**src/rtl/mux4_arb_pkg.sv**
```systemverilog
// Shared definitions for the 4-source round-robin mux arbiter.
//   - arb_state_t / ST_IDLE / ST_OWNED : channel state encoding
//   - NUM_SRC, SEL_W                   : source count and select width
//   - onehot()                         : index to one-hot grant vector
//   - rr_pick()                        : first set request bit, searching
//                                        upward from a start index, mod 4
package mux4_arb_pkg;

  localparam int NUM_SRC = 4;
  localparam int SEL_W   = 2;

  typedef logic [0:0] arb_state_t;
  localparam arb_state_t ST_IDLE  = 1'b0;
  localparam arb_state_t ST_OWNED = 1'b1;

  typedef struct packed {
    logic             found;
    logic [SEL_W-1:0] idx;
  } pick_t;

  function automatic logic [NUM_SRC-1:0] onehot(input logic [SEL_W-1:0] idx);
    return NUM_SRC'(1) << idx;
  endfunction

  // Walk from the farthest offset down to offset 0 so that the nearest
  // set bit (in search order) is the one left in the result.
  function automatic pick_t rr_pick(input logic [NUM_SRC-1:0] req,
                                    input logic [SEL_W-1:0]   start);
    pick_t            p;
    logic [SEL_W-1:0] idx;
    p.found = 1'b0;
    p.idx   = start;
    for (int k = NUM_SRC - 1; k >= 0; k--) begin
      idx = start + SEL_W'(k);
      if (req[idx]) begin
        p.found = 1'b1;
        p.idx   = idx;
      end
    end
    return p;
  endfunction

endpackage

```
**src/rtl/mux4x2_en.sv**
```systemverilog
// 4-to-1 enabled data mux for the shared channel.
// Ports:
//   A, B, C, D : source data, DATA_W bits each
//   S          : select (0=A .. 3=D)
//   EN         : enable; Y is forced to zero when low
//   Y          : selected data, purely combinational
module mux4x2_en
  import mux4_arb_pkg::*;
#(
  parameter int DATA_W = 2
) (
  input  logic [DATA_W-1:0] A,
  input  logic [DATA_W-1:0] B,
  input  logic [DATA_W-1:0] C,
  input  logic [DATA_W-1:0] D,
  input  logic [SEL_W-1:0]  S,
  input  logic              EN,
  output logic [DATA_W-1:0] Y
);

  always_comb begin
    Y = '0;
    if (EN) begin
      case (S)
        2'd0:    Y = A;
        2'd1:    Y = B;
        2'd2:    Y = C;
        default: Y = D;
      endcase
    end
  end

endmodule

```
**src/rtl/mux4_rr_arbiter.sv**
```systemverilog
// Round-robin arbiter/sequencer for a shared 4-to-1 enabled mux channel.
// Ports:
//   CLK        : clock, rising edge
//   RST        : asynchronous active-high reset
//   REQ[3:0]   : request bits, bit i = source i (0=A .. 3=D)
//   A, B, C, D : source data, DATA_W bits each
//   GNT[3:0]   : registered one-hot grant, zero when idle
//   S[1:0]     : registered select, holds its value while idle
//   EN         : registered enable, high exactly when GNT is nonzero
//   Y          : mux output driven from the registered S/EN
// Optional feature: define MUX4_ARB_TIMEOUT_EN to rotate an owner out after
// MAX_HOLD consecutive grant cycles whenever another source is requesting.
module mux4_rr_arbiter
  import mux4_arb_pkg::*;
#(
  parameter int DATA_W   = 2,
  parameter int MAX_HOLD = 4
) (
  input  logic               CLK,
  input  logic               RST,
  input  logic [NUM_SRC-1:0] REQ,
  input  logic [DATA_W-1:0]  A,
  input  logic [DATA_W-1:0]  B,
  input  logic [DATA_W-1:0]  C,
  input  logic [DATA_W-1:0]  D,
  output logic [NUM_SRC-1:0] GNT,
  output logic [SEL_W-1:0]   S,
  output logic               EN,
  output logic [DATA_W-1:0]  Y
);

  if (MAX_HOLD < 1) begin : g_max_hold_check
    $error("mux4_rr_arbiter: MAX_HOLD must be >= 1");
  end

  arb_state_t         state_reg, state_next;
  logic [SEL_W-1:0]   last_reg, last_next;
  logic [SEL_W-1:0]   s_reg, s_next;
  logic [NUM_SRC-1:0] gnt_reg, gnt_next;
  logic               en_reg, en_next;

`ifdef MUX4_ARB_TIMEOUT_EN
  localparam int CNT_W = $clog2(MAX_HOLD + 1);
  logic [CNT_W-1:0] cnt_reg, cnt_next;
`endif

  // While OWNED the owner is always last_reg, so both searches start at
  // last+1: from IDLE that is the round-robin position, from OWNED it is
  // owner+1.
  pick_t              pick_all, pick_other;
  logic [NUM_SRC-1:0] owner_mask;
  logic               take;
  logic [SEL_W-1:0]   take_idx;

  assign owner_mask = onehot(last_reg);
  assign pick_all   = rr_pick(REQ, last_reg + SEL_W'(1));
  assign pick_other = rr_pick(REQ & ~owner_mask, last_reg + SEL_W'(1));

  always_comb begin
    state_next = state_reg;
    last_next  = last_reg;
    s_next     = s_reg;
    gnt_next   = gnt_reg;
    en_next    = en_reg;
    take       = 1'b0;
    take_idx   = pick_all.idx;
`ifdef MUX4_ARB_TIMEOUT_EN
    cnt_next   = cnt_reg;
`endif

    case (state_reg)
      ST_IDLE: begin
        if (pick_all.found) begin
          take     = 1'b1;
          take_idx = pick_all.idx;
        end
      end
      default: begin
        if (!REQ[last_reg]) begin
          // Owner released: hand straight to the next requester, if any.
          if (pick_other.found) begin
            take     = 1'b1;
            take_idx = pick_other.idx;
          end else begin
            state_next = ST_IDLE;
            gnt_next   = '0;
            en_next    = 1'b0;
          end
`ifdef MUX4_ARB_TIMEOUT_EN
        end else if (cnt_reg == CNT_W'(MAX_HOLD - 1)) begin
          // Owner still requests, so the full search always finds someone;
          // it lands back on the owner only when nobody else is asking.
          take     = 1'b1;
          take_idx = pick_all.idx;
        end else begin
          cnt_next = cnt_reg + CNT_W'(1);
`endif
        end
      end
    endcase

    if (take) begin
      state_next = ST_OWNED;
      last_next  = take_idx;
      s_next     = take_idx;
      gnt_next   = onehot(take_idx);
      en_next    = 1'b1;
`ifdef MUX4_ARB_TIMEOUT_EN
      cnt_next   = '0;
`endif
    end
  end

  always_ff @(posedge CLK or posedge RST) begin
    if (RST) begin
      state_reg <= ST_IDLE;
      last_reg  <= SEL_W'(NUM_SRC - 1);
      s_reg     <= '0;
      gnt_reg   <= '0;
      en_reg    <= 1'b0;
`ifdef MUX4_ARB_TIMEOUT_EN
      cnt_reg   <= '0;
`endif
    end else begin
      state_reg <= state_next;
      last_reg  <= last_next;
      s_reg     <= s_next;
      gnt_reg   <= gnt_next;
      en_reg    <= en_next;
`ifdef MUX4_ARB_TIMEOUT_EN
      cnt_reg   <= cnt_next;
`endif
    end
  end

  assign GNT = gnt_reg;
  assign S   = s_reg;
  assign EN  = en_reg;

  mux4x2_en #(
    .DATA_W(DATA_W)
  ) u_mux (
    .A (A),
    .B (B),
    .C (C),
    .D (D),
    .S (s_reg),
    .EN(en_reg),
    .Y (Y)
  );

endmodule
```
**config.mk**
```make
export PLATFORM = sky130hd
export DESIGN_NAME = mux4_rr_arbiter
export DESIGN_NICKNAME = d
export VERILOG_FILES = /design/src/rtl/mux4_arb_pkg.sv /design/src/rtl/mux4x2_en.sv /design/src/rtl/mux4_rr_arbiter.sv
export SDC_FILE = /design/constraint.sdc
export NUM_CORES = 1
export LEC_CHECK = 0
export ABC_AREA = 1
export BUFFER_PORTS_ARGS = -buffer_cell sky130_fd_sc_hd__buf_2
export CAP_MARGIN = 5
export CORE_UTILIZATION = 45
export DETAILED_ROUTE_END_ITERATION = 16
export PLACE_DENSITY = 0.73
export SLEW_MARGIN = 20
export SYNTH_ARGS = -nofsm -noshare
export SYNTH_HDL_FRONTEND = slang
export SYNTH_HIERARCHICAL = 1
export SYNTH_SLANG_ARGS = --single-unit
```
**constraint.sdc**
```tcl
create_clock -name CLK -period 3.6 [get_ports CLK]
set_clock_uncertainty 0.15 [all_clocks]
set_input_delay 0.54 -clock CLK [delete_from_list [all_inputs] [get_ports CLK]]
set_output_delay 0.54 -clock CLK [all_outputs]
set_load 0.01 [all_outputs]
```
==> flow_summary.json <==
{
  "finalInstanceArea_um2": 1160,
  "row_count": 16,
  "layout-drive-gt1-share_pct": 30.1,
  "critPathArrivalTime_ps": 2620,
  "cts_num_sinks": 10,
  "rsz0062_at_grt": "no",
  "antenna_cells": 0,
  "io_buffers": 22,
  "synth_seq_area_share_pct": 25.2,
  "grt_pass1_wl_um": 3840,
  "first_global_vias": 913,
  "start_kind": "flop",
  "antenna_found_initial": 0,
  "finalHoldViolations": 0,
  "syn2layout_area_growth_pct": 15.7,
  "place.detailed.hpwl_um": 1820,
  "clk_latency_ps": 260,
  "gp_congestion": 0.957,
  "synth.distinct_cells": 19,
  "dpl_worst_slack_ps": 1020,
  "die_width_um": 49.2,
  "finalSetupViolCount": 0,
  "grt_max_degree": 15,
  "min_period_ps": 2610,
  "die_area_um2": 2420,
  "cts_setup_buffers": 0,
  "ys_seq_elements": 10,
  "register_area_um2": 253,
  "numCtsBuffers": 3,
  "cp-end-kind": "flop",
  "h-tree-depth": 1,
  "syn_avg_cell_area_um2": 6.19,
  "status": "complete, no violations",
  "final.setup.tns_ps": 0,
  "clock.fmax_ghz": 0.383,
  "ys_warn_count": 6,
  "worstPathRequired_ps": 3610,
  "place_area_um2": 1120,
  "tightest_slew_ps": 370,
  "tritoncts": "built",
  "die_y_um": 49.2,
  "drtIter0Drc": 27,
  "slew_violations": 0,
  "start_util_pct": 49.6,
  "cts_buffer_depth": 2,
  "core_area_um2": 2020,
  "syn_inst": 162,
  "multi_input_area_um2": 649,
  "cts.clk_slew.worst_paths_ps": 60,
  "maxCapViolCount": 0,
  "relSlewSlack_pct": 75.3,
  "period_share_pct": 72.5,
  "cts_root_buf": "clkbuf_4",
  "cts_resized": 0,
  "fillers": 191,
  "pin_count": 23,
  "gr-total-overflow": 0,
  "timing.final.ws_setup_ps": 990,
  "wl_per_cell_um": 10.2,
  "min_path_type": "in2async",
  "routed_wl_um": 2170,
  "dr.pass1.iters": 4,
  "path_class": "reg2reg",
  "num-nets-final": 205,
  "crit_fanout": 14,
  "synth_nets": 180,
  "cts_hold_buf": 0,
  "vias_per_cell": 4.88,
  "netlist_area_um2": 1000,
  "drcViolationCount": 0,
  "largest_register_ffs": 4,
  "drtAntennaViolNets": 0,
  "vias": 1039,
  "grtUsageTotal_pct": 20.0
}
-- synth_stat cells --
master	number	share of area, %
o21ai_0	4	2.0
nand2_4	2	2.2
nand4_1	1	0.62
o211ai_1	1	0.75
inv_2	4	1.5
inv_1	17	6.4
dfrtp_1	8	20
buf_6	2	2.2
nor2_2	1	0.62
dfstp_2	2	5.2
nand3_2	4	4.0
o21ai_2	2	1.7
nand2_2	12	7.5
ha_1	4	5.0
nand3_1	13	6.5
nand2_1	70	26
a21oi_2	1	0.87
nor2_1	12	4.5
nor2_4	2	2.2
-- path summary, 6_finish.rpt --
kind / startpoint / to / slack, ps / cells after the start
worst min-delay path: RST / GNT[3]$_DFFE_PP0P_ / 80 / 2
worst max register to register: last_reg[0]$_DFFE_PP1P_ / S[0]$_DFFE_PP0P_ / 990 / 16
min in group CLK: GNT[2]$_DFFE_PP0P_ / GNT[2]$_DFFE_PP0P_ / 330 / 2
max in group asynchronous: RST / last_reg[1]$_DFFE_PP1P_ / 2910 / 2
worst min register to register: GNT[2]$_DFFE_PP0P_ / GNT[2]$_DFFE_PP0P_ / 330 / 2
worst max-delay path: last_reg[0]$_DFFE_PP1P_ / S[0]$_DFFE_PP0P_ / 990 / 16
-- kinds of logic (layout without fill, tap and decap cells) --
| group | count (synthesis) | count (layout) | share of synthesized area (%) |
|---|---|---|---|
| fa+ha+maj | 4 | 4 | 4.99 |
| compound gates | 8 | 8 | 5.36 |
| buf+inv | 23 | 47 | 10.1 |
| simple gates | 117 | 117 | 54.4 |
| flops | 10 | 10 | 25.2 |
-- critical path, cell delays in order (launching register included) --
cell and delay, ps:
dfstp_2 680, inv_2 170, ha_1 390, inv_1 160, nand2_1 90, nand2_2 120, nand3_1 100, nand2_1 80
nand2_1 40, nand2_1 60, nand3_2 80, nand2_1 80, nand2_2 60, nand2_2 90, inv_2 40, nand2_2 60
nand2_1 50
-- cell type report --
| cell class | instances | area share, % |
|---|---|---|
| Inverter | 21 | 6.79 |
| Sequential cell | 10 | 21.8 |
| Clock buffer | 4 | 3.13 |
| Multi-Input combinational cell | 129 | 55.9 |
| Tap cell | 27 | 2.91 |
| Timing Repair Buffer | 22 | 9.48 |
-- per-stage QoR --
step | instances | utilization, % | hold WS [ps]
final | 213 | 57.4 | 82.3
after CTS | 213 | 57.4 | 88.9
after global placement | 209 | 55.6 | 310
after global routing | 213 | 57.4 | 112
after detailed placement | 209 | 55.6 | 310
after floorplan | 162 | - | 229
-- cell usage in the layout (no fill, tap or decap) --
cell type / instances
a21oi_2: 1
buf_2: 22
clkbuf_4: 3
clkbuf_8: 1
dfrtp_1: 8
dfstp_2: 2
ha_1: 4
inv_1: 17
inv_2: 4
nand2_1: 70
nand2_2: 12
nand2_4: 2
nand3_1: 13
nand3_2: 4
nand4_1: 1
nor2_1: 12
nor2_2: 1
nor2_4: 2
o211ai_1: 1
o21ai_0: 4
o21ai_2: 2
-- layer usage --
metal	routed length (µm)	global-route usage (%)	up-vias
met5	0	0	-
met4	25	8.33	0
met3	85	0.935	4
met2	1070	35.4	28
met1	988	25.1	459
li1	-	-	548
Power is left out: the tool's default activity adds up to more than one toggle a clock period on the data nets, which glitch-free logic cannot reach.
